`src/rtl/aes_sched_pkg.sv`:
```
`default_nettype none
// +------------------------------------------------------------------+
// | aes_sched_pkg : shared types for the AES job scheduler             |
// | Rev 1.0                                                            |
// +------------------------------------------------------------------+
package aes_sched_pkg;

  typedef enum logic [2:0] {
    ST_IDLE  = 3'd0,
    ST_KEY   = 3'd1,
    ST_KWAIT = 3'd2,
    ST_DATA  = 3'd3,
    ST_RUN   = 3'd4,
    ST_DONE  = 3'd5
  } state_t;

  localparam logic MODE_ENC = 1'b0;
  localparam logic MODE_DEC = 1'b1;

  localparam logic OWN_A = 1'b0;
  localparam logic OWN_B = 1'b1;

  typedef struct packed {
    logic         owner;
    logic         mode;
    logic [127:0] key;
    logic [127:0] din;
  } job_t;

endpackage
`default_nettype wire

```
`src/rtl/aes_rr_arb2.sv`:
```
`default_nettype none
// +------------------------------------------------------------------+
// | aes_rr_arb2 : two-way round-robin arbiter, pointer moves on advance |
// | Rev 1.0                                                            |
// +------------------------------------------------------------------+
module aes_rr_arb2 (
  input  logic CLK,
  input  logic RSTn,
  input  logic req_a,
  input  logic req_b,
  input  logic advance,
  output logic gnt_a,
  output logic gnt_b
);

  // 1 = B was served last, so A wins the first tie after reset
  logic r_last_b;

  always_ff @(posedge CLK or negedge RSTn) begin
    if (!RSTn) begin
      r_last_b <= 1'b1;
    end else if (advance) begin
      r_last_b <= gnt_b;
    end
  end

  assign gnt_a = req_a & (~req_b | r_last_b);
  assign gnt_b = req_b & (~req_a | ~r_last_b);

endmodule
`default_nettype wire

```
`src/rtl/aes_core_sched.sv`:
```
`default_nettype none
// +------------------------------------------------------------------+
// | aes_core_sched : job scheduler for shared-bus AES_ENC/AES_DEC cores |
// | Rev 1.0                                                            |
// +------------------------------------------------------------------+
module aes_core_sched
  import aes_sched_pkg::*;
#(
  parameter int TIMEOUT   = 64,
  parameter bit KEY_CACHE = 1'b1
) (
  input  logic         CLK,
  input  logic         RSTn,
  input  logic         req_a,
  input  logic         mode_a,
  input  logic [127:0] key_a,
  input  logic [127:0] din_a,
  output logic         ack_a,
  output logic         vld_a,
  output logic         err_a,
  input  logic         req_b,
  input  logic         mode_b,
  input  logic [127:0] key_b,
  input  logic [127:0] din_b,
  output logic         ack_b,
  output logic         vld_b,
  output logic         err_b,
  output logic [127:0] dout,
  output logic [127:0] core_din,
  output logic [127:0] core_key,
  output logic         core_krdy,
  output logic         core_drdy,
  output logic         core_en_e,
  output logic         core_en_d,
  input  logic [127:0] core_dout_e,
  input  logic [127:0] core_dout_d,
  input  logic         core_bsy_e,
  input  logic         core_bsy_d,
  input  logic         core_dvld_e,
  input  logic         core_dvld_d
);

  localparam int TW = $clog2(TIMEOUT);
  localparam logic [TW-1:0] TMAX = TW'(TIMEOUT - 1);

  state_t         r_state, w_next;
  job_t           r_job, w_new;
  logic [TW-1:0]  r_timer;
  logic [127:0]   r_cache_key [2];
  logic [1:0]     r_cache_vld;
  logic [127:0]   r_dout, r_core_key, r_core_din;
  logic           r_ack_a, r_ack_b;

  logic           w_gnt_a, w_gnt_b, w_fire, w_hit;
  logic           w_sel_bsy, w_sel_dvld, w_timeout, w_active;
  logic [127:0]   w_sel_dout;

  aes_rr_arb2 u_arb (
    .CLK     (CLK),
    .RSTn    (RSTn),
    .req_a   (req_a),
    .req_b   (req_b),
    .advance (w_fire),
    .gnt_a   (w_gnt_a),
    .gnt_b   (w_gnt_b)
  );

  assign w_fire = (r_state == ST_IDLE) && (w_gnt_a || w_gnt_b);

  always_comb begin
    w_new.owner = w_gnt_b ? OWN_B : OWN_A;
    w_new.mode  = w_gnt_b ? mode_b : mode_a;
    w_new.key   = w_gnt_b ? key_b  : key_a;
    w_new.din   = w_gnt_b ? din_b  : din_a;
  end

  assign w_hit = KEY_CACHE && r_cache_vld[w_new.mode] &&
                 (r_cache_key[w_new.mode] == w_new.key);

  assign w_sel_bsy  = (r_job.mode == MODE_DEC) ? core_bsy_d  : core_bsy_e;
  assign w_sel_dvld = (r_job.mode == MODE_DEC) ? core_dvld_d : core_dvld_e;
  assign w_sel_dout = (r_job.mode == MODE_DEC) ? core_dout_d : core_dout_e;
  assign w_timeout  = (r_state == ST_RUN) && !w_sel_dvld && (r_timer == TMAX);

  always_ff @(posedge CLK or negedge RSTn) begin
    if (!RSTn) begin
      r_state <= ST_IDLE;
    end else begin
      r_state <= w_next;
    end
  end

  always_comb begin
    w_next = r_state;
    case (r_state)
      ST_IDLE:  if (w_fire) w_next = w_hit ? ST_DATA : ST_KEY;
      ST_KEY:   w_next = ST_KWAIT;
      ST_KWAIT: if (!w_sel_bsy) w_next = ST_DATA;
      ST_DATA:  if (!w_sel_bsy) w_next = ST_RUN;
      ST_RUN: begin
        if (w_sel_dvld)             w_next = ST_DONE;
        else if (r_timer == TMAX)   w_next = ST_IDLE;
      end
      ST_DONE:  w_next = ST_IDLE;
      default:  w_next = ST_IDLE;
    endcase
  end

  always_ff @(posedge CLK or negedge RSTn) begin
    if (!RSTn) begin
      r_job       <= '0;
      r_timer     <= '0;
      r_cache_vld <= '0;
      r_dout      <= '0;
      r_core_key  <= '0;
      r_core_din  <= '0;
      r_ack_a     <= 1'b0;
      r_ack_b     <= 1'b0;
      for (int i = 0; i < 2; i++) r_cache_key[i] <= '0;
    end else begin
      r_ack_a <= w_fire & w_gnt_a;
      r_ack_b <= w_fire & w_gnt_b;
      case (r_state)
        ST_IDLE: begin
          if (w_fire) begin
            r_job <= w_new;
            if (w_hit) r_core_din <= w_new.din;
            else       r_core_key <= w_new.key;
          end
        end
        ST_KWAIT: begin
          if (!w_sel_bsy) begin
            r_cache_key[r_job.mode] <= r_job.key;
            r_cache_vld[r_job.mode] <= 1'b1;
            r_core_din              <= r_job.din;
          end
        end
        ST_DATA: begin
          if (!w_sel_bsy) r_timer <= '0;
        end
        ST_RUN: begin
          if (w_sel_dvld) begin
            r_dout <= w_sel_dout;
          end else if (r_timer == TMAX) begin
            // core state is unknown after an abort, force a key reload
            r_cache_vld[r_job.mode] <= 1'b0;
          end else if (r_timer != '1) begin
            r_timer <= r_timer + 1'b1;
          end
        end
        default: ;
      endcase
    end
  end

  assign w_active  = (r_state != ST_IDLE);
  assign core_en_e = w_active && (r_job.mode == MODE_ENC);
  assign core_en_d = w_active && (r_job.mode == MODE_DEC);
  assign core_krdy = (r_state == ST_KEY);
  assign core_drdy = (r_state == ST_DATA) && !w_sel_bsy;
  assign core_key  = r_core_key;
  assign core_din  = r_core_din;
  assign dout      = r_dout;
  assign ack_a     = r_ack_a;
  assign ack_b     = r_ack_b;
  assign vld_a     = (r_state == ST_DONE) && (r_job.owner == OWN_A);
  assign vld_b     = (r_state == ST_DONE) && (r_job.owner == OWN_B);
  assign err_a     = w_timeout && (r_job.owner == OWN_A);
  assign err_b     = w_timeout && (r_job.owner == OWN_B);

endmodule
`default_nettype wire

```
`config.mk`:
```
export PLATFORM = sky130hd
export DESIGN_NAME = aes_core_sched
export DESIGN_NICKNAME = d
export VERILOG_FILES = /design/src/rtl/aes_sched_pkg.sv /design/src/rtl/aes_rr_arb2.sv /design/src/rtl/aes_core_sched.sv
export SDC_FILE = /design/constraint.sdc
export NUM_CORES = 2
export LEC_CHECK = 0
export BUFFER_PORTS_ARGS = -buffer_cell sky130_fd_sc_hd__buf_2
export CAP_MARGIN = 20
export CORE_AREA = 2 2 454 456
export DETAILED_ROUTE_END_ITERATION = 10
export DIE_AREA = 0 0 456 458
export MAX_ROUTING_LAYER = met4
export PLACE_DENSITY_LB_ADDON = 0.05
export SETUP_SLACK_MARGIN = 0.3
export SLEW_MARGIN = 5
export SYNTH_ARGS = -nofsm -noshare
export SYNTH_HDL_FRONTEND = slang
export SYNTH_HIERARCHICAL = 1
export SYNTH_SLANG_ARGS = --single-unit
```
`constraint.sdc`:
```
create_clock -name CLK -period 3.31 [get_ports CLK]
set_clock_uncertainty 0.15 [all_clocks]
set_input_delay 0.662 -clock CLK [delete_from_list [all_inputs] [get_ports CLK]]
set_output_delay 0.662 -clock CLK [all_outputs]
set_load 0.005 [all_outputs]
```
# Word-level counts from Yosys, hierarchy flattened
# Cells that the tools add are included.
[classes] n_addsub=1 n_lt_le_gt_ge=6 eq_ne=17 n_mux=37 n_bitwise=18 reduce_logical=29
[ops] op="$mux 128" count=10
[ops] op="$bwmux 256" count=1
[ops] op="$pmux 128 s2" count=1
[ops] op="$demux 128 s1" count=1
[ops] op="$eq 128x128->1" count=1
[ops] op="$mux 6" count=4
[ops] op="$mux 3" count=5
[ops] op="$pmux 3 s5" count=1
[ops] op="$logic_and 1x1->1" count=13
[ops] op="$ne 2x2->1 const B" count=6
[ops] op="$pmux 6 s2" count=1
[ops] op="$reduce_and 4->1" count=3
[ops] op="$mux 2" count=4
[ops] op="$mux 1" count=7
[ops] op="$not 1->1" count=7
[ops] op="$add 6x1->6 const B" count=1
[ops] op="$eq 3x2->1 const B" count=2
[ops] op="$eq 3x3->1 const B" count=2
[ops] op="$eq 6x6->1 const B" count=1
[ops] op="$ne 6x6->1 const B" count=1
[ops] op="$reduce_and 2->1" count=3
[ops] op="$reduce_bool 2->1" count=3
[ops] op="$reduce_and 5->1" count=1
[ops] op="$and 1x1->1" count=4
[ops] op="19 further kinds" count=25
[word_totals] ff_bits=912 inputBits=778 word_cells=123

# Logic depth before layout (Yosys ltp)
[logic_depth] word_depth=13 mapped_depth=15 mapped_depth_nobuf=9

# Cells and area by module
# Netlist, hierarchy kept.
[by_module_without_submodules] mod="aes_core_sched" n_inst=1 cells_each=4411 area_per_inst_um2=45980.3 seq_area_each_um2=22796.9
[by_module_without_submodules] mod="aes_rr_arb2" n_inst=1 cells_each=5 area_per_inst_um2=63.8 seq_area_each_um2=26.3

# Least setup slack after synthesis
# OpenSTA, ideal clock, no wires.
[synth_path] path_kind="input port to flip-flop" startpoint="input port req_b" endpoint="register r_core_key[124], in the netlist core_key[124]" setup_time_ns=0.143 arrival_time_ns=3.374 required_time_ns=3.017 setup_slack_ns=-0.357 stages=13 cell_sequence="a21boi_2 > mux2_4 > buf_6 > buf_6 > mux2_4 > a22o_1 > nor4_1 > nand4_1 > or3_1 > buf_2 > buf_2 > o31ai_1 > a31oi_1"
[synth_via] elab_chain_len=10 word_cells_on_any_way=18 cone_classes="1 x eq/ne; 7 x mux; 6 x bitwise; 4 x reduce/logical"
[synth_rtl] item="start: declaration" line_no="aes_core_sched.sv:21" rtl="input logic req_b,"
[synth_rtl] item="$and 1x1->1" line_no="aes_rr_arb2.sv:28" rtl="assign gnt_b = req_b & (~req_a | ~r_last_b);"
[synth_rtl] item="$mux 1" line_no="aes_core_sched.sv:72" rtl="w_new.mode = w_gnt_b ? mode_b : mode_a;"
[synth_rtl] item="$not 1->2 (implied by the code)" line_no="aes_core_sched.sv:78" rtl="(r_cache_key[w_new.mode] == w_new.key);"
[synth_rtl] item="$mux 128 (implied by the code) (3 in series)" line_no="aes_core_sched.sv:78"
[synth_rtl] item="$eq 128x128->1" line_no="aes_core_sched.sv:78"
[synth_rtl] item="$logic_and 1x1->1" line_no="aes_core_sched.sv:77" rtl="assign w_hit = KEY_CACHE && r_cache_vld[w_new.mode] &&"
[synth_rtl] item="$not 1->1 (no source line)"
[synth_rtl] item="$reduce_and 3->1 (no source line)"
[synth_rtl] item="end signal: assignment" line_no="aes_core_sched.sv:128" rtl="else r_core_key <= w_new.key;"
[synth_rtl] item="end: declaration" line_no="aes_core_sched.sv:51" rtl="logic [127:0] r_dout, r_core_key, r_core_din;"
# Parallel ways exist; a longest one is shown, timed or not. The select of a mux whose other input is x is not followed.
# A chain may end at the register's enable or synchronous reset.

# Worst setup path in the final report
[layout_path] startpoint="register u_arb.r_last_b" endpoint="register r_core_din[125], in the netlist core_din[125]"
[layout_via] elab_chain_len=12 word_cells_on_any_way=24 cone_classes="3 x eq/ne; 11 x mux; 6 x bitwise; 4 x reduce/logical"
[layout_rtl] item="start: declaration" line_no="aes_rr_arb2.sv:17" rtl="logic r_last_b;"
[layout_rtl] item="start signal: assignment" line_no="aes_rr_arb2.sv:23" rtl="r_last_b <= gnt_b;"
[layout_rtl] item="$not 1->1 (*)" line_no="aes_rr_arb2.sv:28"
[layout_rtl] item="$or 1x1->1 (*)" line_no="aes_rr_arb2.sv:28"
[layout_rtl] item="$and 1x1->1 (*)" line_no="aes_rr_arb2.sv:28"
[layout_rtl] item="net w_gnt_b" line_no="aes_core_sched.sv:54" rtl="logic w_gnt_a, w_gnt_b, w_fire, w_hit;"
[layout_rtl] item="$mux 1" line_no="aes_core_sched.sv:72"
[layout_rtl] item="$not 1->2 (implied by the code)" line_no="aes_core_sched.sv:78"
[layout_rtl] item="$mux 128 (implied by the code) (3 in series)" line_no="aes_core_sched.sv:78"
[layout_rtl] item="$eq 128x128->1" line_no="aes_core_sched.sv:78"
[layout_rtl] item="$logic_and 1x1->1" line_no="aes_core_sched.sv:77"
[layout_rtl] item="$ne 2x2->1 (no source line)"
[layout_rtl] item="$reduce_and 4->1 (no source line)"
[layout_rtl] item="end signal: assignment" line_no="aes_core_sched.sv:127" rtl="if (w_hit) r_core_din <= w_new.din;"
[layout_rtl] item="end signal: assignment" line_no="aes_core_sched.sv:135" rtl="r_core_din <= r_job.din;"
[layout_rtl] item="end: declaration" line_no="aes_core_sched.sv:51"
# The timed path passes the listed nets; every way through them passes the cells marked *. The select of a mux whose other input is x is not followed.

==> impl_metrics.tcl <==
set metrics [dict create \
    outcome "finished, violations left" \
    violations "negative setup slack" \
    grtUsageTotal 0.213 \
    yosys-top-cells-count "dfrtp_1 (911), mux2i_1 (462), nand2_1 (380)" \
    cp.arrival_ps 4680 \
    ys.flop_type "dfrtp_1" \
    cp.required_ps 3760 \
    cp-end-kind "register" \
    synth_cell_types 48 \
    crit_type "reg -> reg" \
    slew_viol_final 0 \
    worst_slew_pin_slew_ps 1040 \
    dp_hpwl_um 165000 \
    yosysMostFrequentCell "dfrtp_1" \
    synthArstFlopShare 1.00 \
    cp_num_cells 16 \
    crit_chain "a21boi_4 -> buf_12 -> mux2_8 -> buf_12 -> buf_12 -> mux2i_2 -> buf_4 -> a222oi_1 -> nand3_2 -> nor3_4 -> nand4_1 -> buf_4 -> nor2_4 -> buf_12 -> clkbuf_16 -> o211ai_1" \
    fin_worst_hold_slack_ps 78.2 \
    grt_max_degree 108 \
    cpMaxStageDelayCell "dfstp_2" \
    crit_family "buffers and inverters" \
    cellPowerDensity_nw_per_um2 825 \
    timing.rr.start "u_arb/r_last_b$_DFFE_PN1P_" \
    ioPinCount 1172 \
    path_buf_inv 7 \
    area_growth_pct 41.4 \
    synth_top_area_frac 0.495 \
    wire_per_inst_um 25.8 \
    nFillCells 21100 \
    reg2regPathDepth 16 \
    core_area_um2 204000 \
    drc_errors 0 \
    final_core_util 0.319 \
    setup.worst_path.start "u_arb/r_last_b$_DFFE_PN1P_" \
    grt_pass1_wl_um 318000 \
    max_cap_violations 0 \
    ys_ff_latch 912 \
    design_power_total_mw 53.7 \
    ys_seq_area_frac 0.496 \
    netlist_instances 4416 \
    setup_slack_ps -925 \
    multiInputGateArea_um2 21700 \
    antenna_found_initial 14 \
    rsz0062_at_grt "yes" \
    clock_path_buffers 3 \
    r2r-end "core_din[125]$_DFFE_PN0P_" \
    rows 166 \
    hold_depth 3 \
    start_kind "register" \
    grt-ovfl-total 0 \
    timing.final.crit_share 1.28 \
    drt_iter0_drc 2220 \
    cts_tree "yes" \
    die_h_um 458 \
    syn-cell-area_um2 46000 \
    avgSynthCellArea_um2 10.4 \
    relSlewSlack 0.309 \
    seq_area_um2 22800 \
    hp-start "core_dout_e[117]" \
    synth_warnings 6 \
    gp_congestion 0.836 \
    synth_edf_count 0 \
    crit_path_max_incr_delay_ps 620 \
    routed_via_density 4.76 \
    numCtsBuffers 116 \
    initial_core_util 0.226 \
    clk_latency_ps 760 \
    die_w_um 456 \
    hold_end "dout[117]$_DFFE_PN0P_" \
    cts_num_sinks 912 \
    finalSetupViolCount 257 \
    synth_area_leaders "dfrtp_1 (50%), mux2i_1 (10%), mux2_2 (7.2%), nand4_1 (3.8%), nand2_1 (3.1%)" \
    drive_above_1_share 0.395 \
    reg2reg_slack_ps -930 \
    crit_path_frequent_cell "buf_12" \
    clk_pin_slew_ps 60 \
    period_needed_ps 4240 \
    synth_nets 5195 \
    fmax_mhz 236 \
    cp_max_fo 12 \
    firstDrtPassIters 5 \
    htreeDepth 3 \
    hold_violations 0 \
    vias 41700 \
    min_path_type "in -> reg" \
    finalWirelength_um 226000 \
    antenna_left 0 \
    grt_pass1_vias 42700 \
    nets 6744 \
    leakage_nw 30.6 \
    cts_root_buf "clkbuf_16" \
    io_buffer_count 1171 \
    die_area_um2 209000 \
    peakVddDrop_v 0.000697 \
    yosysTopAreaCell "dfrtp_1" \
]
cells by family (layout without fill, tap and decap cells):
kind of cell,after synthesis,count (layout),share of synthesized area
AO/OA/AOI/OAI,1084,1084,0.163
AND/OR/NAND/NOR,1024,1024,0.101
flip-flops,912,912,0.496
multiplexers,775,776,0.177
buffers and inverters,544,2185,0.0480
XOR/XNOR,76,76,0.0145
adder cells (fa/ha/maj),1,1,0.000272
other,0,4,0
per-stage QoR:
stage,cell area [um2],std cells,worst slack (ps),TNS [ps]
2_1_floorplan,46300,4416,-271,-54750
3_3_place_gp,59500,8450,-1770,-429190
3_5_place_dp,59500,8450,-1750,-430500
4_1_cts,64200,8718,-894,-213150
5_1_grt,65100,8750,-973,-232380
6_report,65100,8750,-925,-210330
report_power, final:
| part | leakage, nW | switching (mW) | total [mW] | internal (mW) |
|---|---|---|---|---|
| sequential | 10.6 | 2.76 | 18.5 | 15.7 |
| combinational | 18.1 | 12.3 | 22.2 | 9.88 |
| clock | 1.90 | 5.37 | 13.0 | 7.65 |
what timing repair did:
item / CTS / global route
cloned: 3 / 13
hold endpoints to repair: 48 / 0
setup endpoints to repair: 298 / 269
hold buffers: 44 / 0
resized for setup: 44 / 82
setup buffers: 10 / 15
pin swaps: 34 / 53
worst register-to-register path: stages, from the launching register on:
cell and delay (ps):
dfstp_2 620, a21boi_4 90, buf_12 170, mux2_8 430, buf_12 180, buf_12 140
mux2i_2 150, buf_4 130, a222oi_1 430, nand3_2 270, nor3_4 200, nand4_1 190
buf_4 210, nor2_4 140, buf_12 220, clkbuf_16 260, o211ai_1 120
placed cells by master, fill, tap and decap left out, types with 6 or more instances in the layout:
cell type,synthesis,final
nand2_1,380,379
inv_1,132,131
buf_16,0,7
o21a_1,128,128
clkbuf_8,0,32
mux2_4,4,8
mux2i_1,462,440
buf_2,56,1170
xor2_1,13,13
dlygate4sd3_1,0,44
a21o_1,132,132
nand4_1,276,276
nand3_1,8,6
o2bb2ai_1,13,12
mux2_2,296,297
mux2i_2,0,19
nor4_4,0,6
a32oi_1,128,128
a31oi_1,111,108
o21ai_0,117,116
buf_12,0,107
o31ai_2,0,31
o211ai_1,130,130
clkbuf_1,313,29
xnor2_2,0,7
a21oi_1,148,147
o31ai_1,129,94
buf_6,7,20
dfrtp_1,911,910
a22oi_1,8,6
clkbuf_16,0,130
clkinv_2,0,19
buf_4,12,479
xnor2_1,63,56
o22ai_1,18,17
mux2_1,13,8
nor2_1,321,319
area by class of cell:
cell class / instances / area share
timing repair buffer: 1842 / 0.197
clock buffer: 180 / 0.0542
clock inverter: 31 / 0.00490
antenna: 4 / 0.000154
tap: 2688 / 0.0517
sequential: 912 / 0.351
inverter: 132 / 0.00769
multi-input combinational: 2961 / 0.334
per-layer routing:
layer / part of all wire / vias up / track usage
li1: - / 19300 / -
met1: 0.42 / 21000 / 0.257
met2: 0.51 / 1120 / 0.371
met3: 0.038 / 262 / 0.0258
met4: 0.030 / 0 / 0.0641
met5: 0 / - / -
worst max-delay path by stage:
stage                                end  slack (ps)
3_3_place_gp    core_key[89]$_DFFE_PN0P_       -1770
3_5_place_dp    core_key[78]$_DFFE_PN0P_       -1750
5_1_grt        core_din[105]$_DFFE_PN0P_        -970
4_1_cts         core_key[78]$_DFFE_PN0P_        -890
6_report       core_din[125]$_DFFE_PN0P_        -930
2_1_floorplan   core_key[41]$_DFFE_PN0P_        -270
registers in the layout, summed over array words and instances (netlist names), named ones only:
register	count
u_arb/r_last_b	1
r_timer	6
core_key	128
ack_a	1
r_state	3
r_job	258
ack_b	1
core_din	128
r_cache_key	256
dout	128
(Power assumes the default switching activity.)
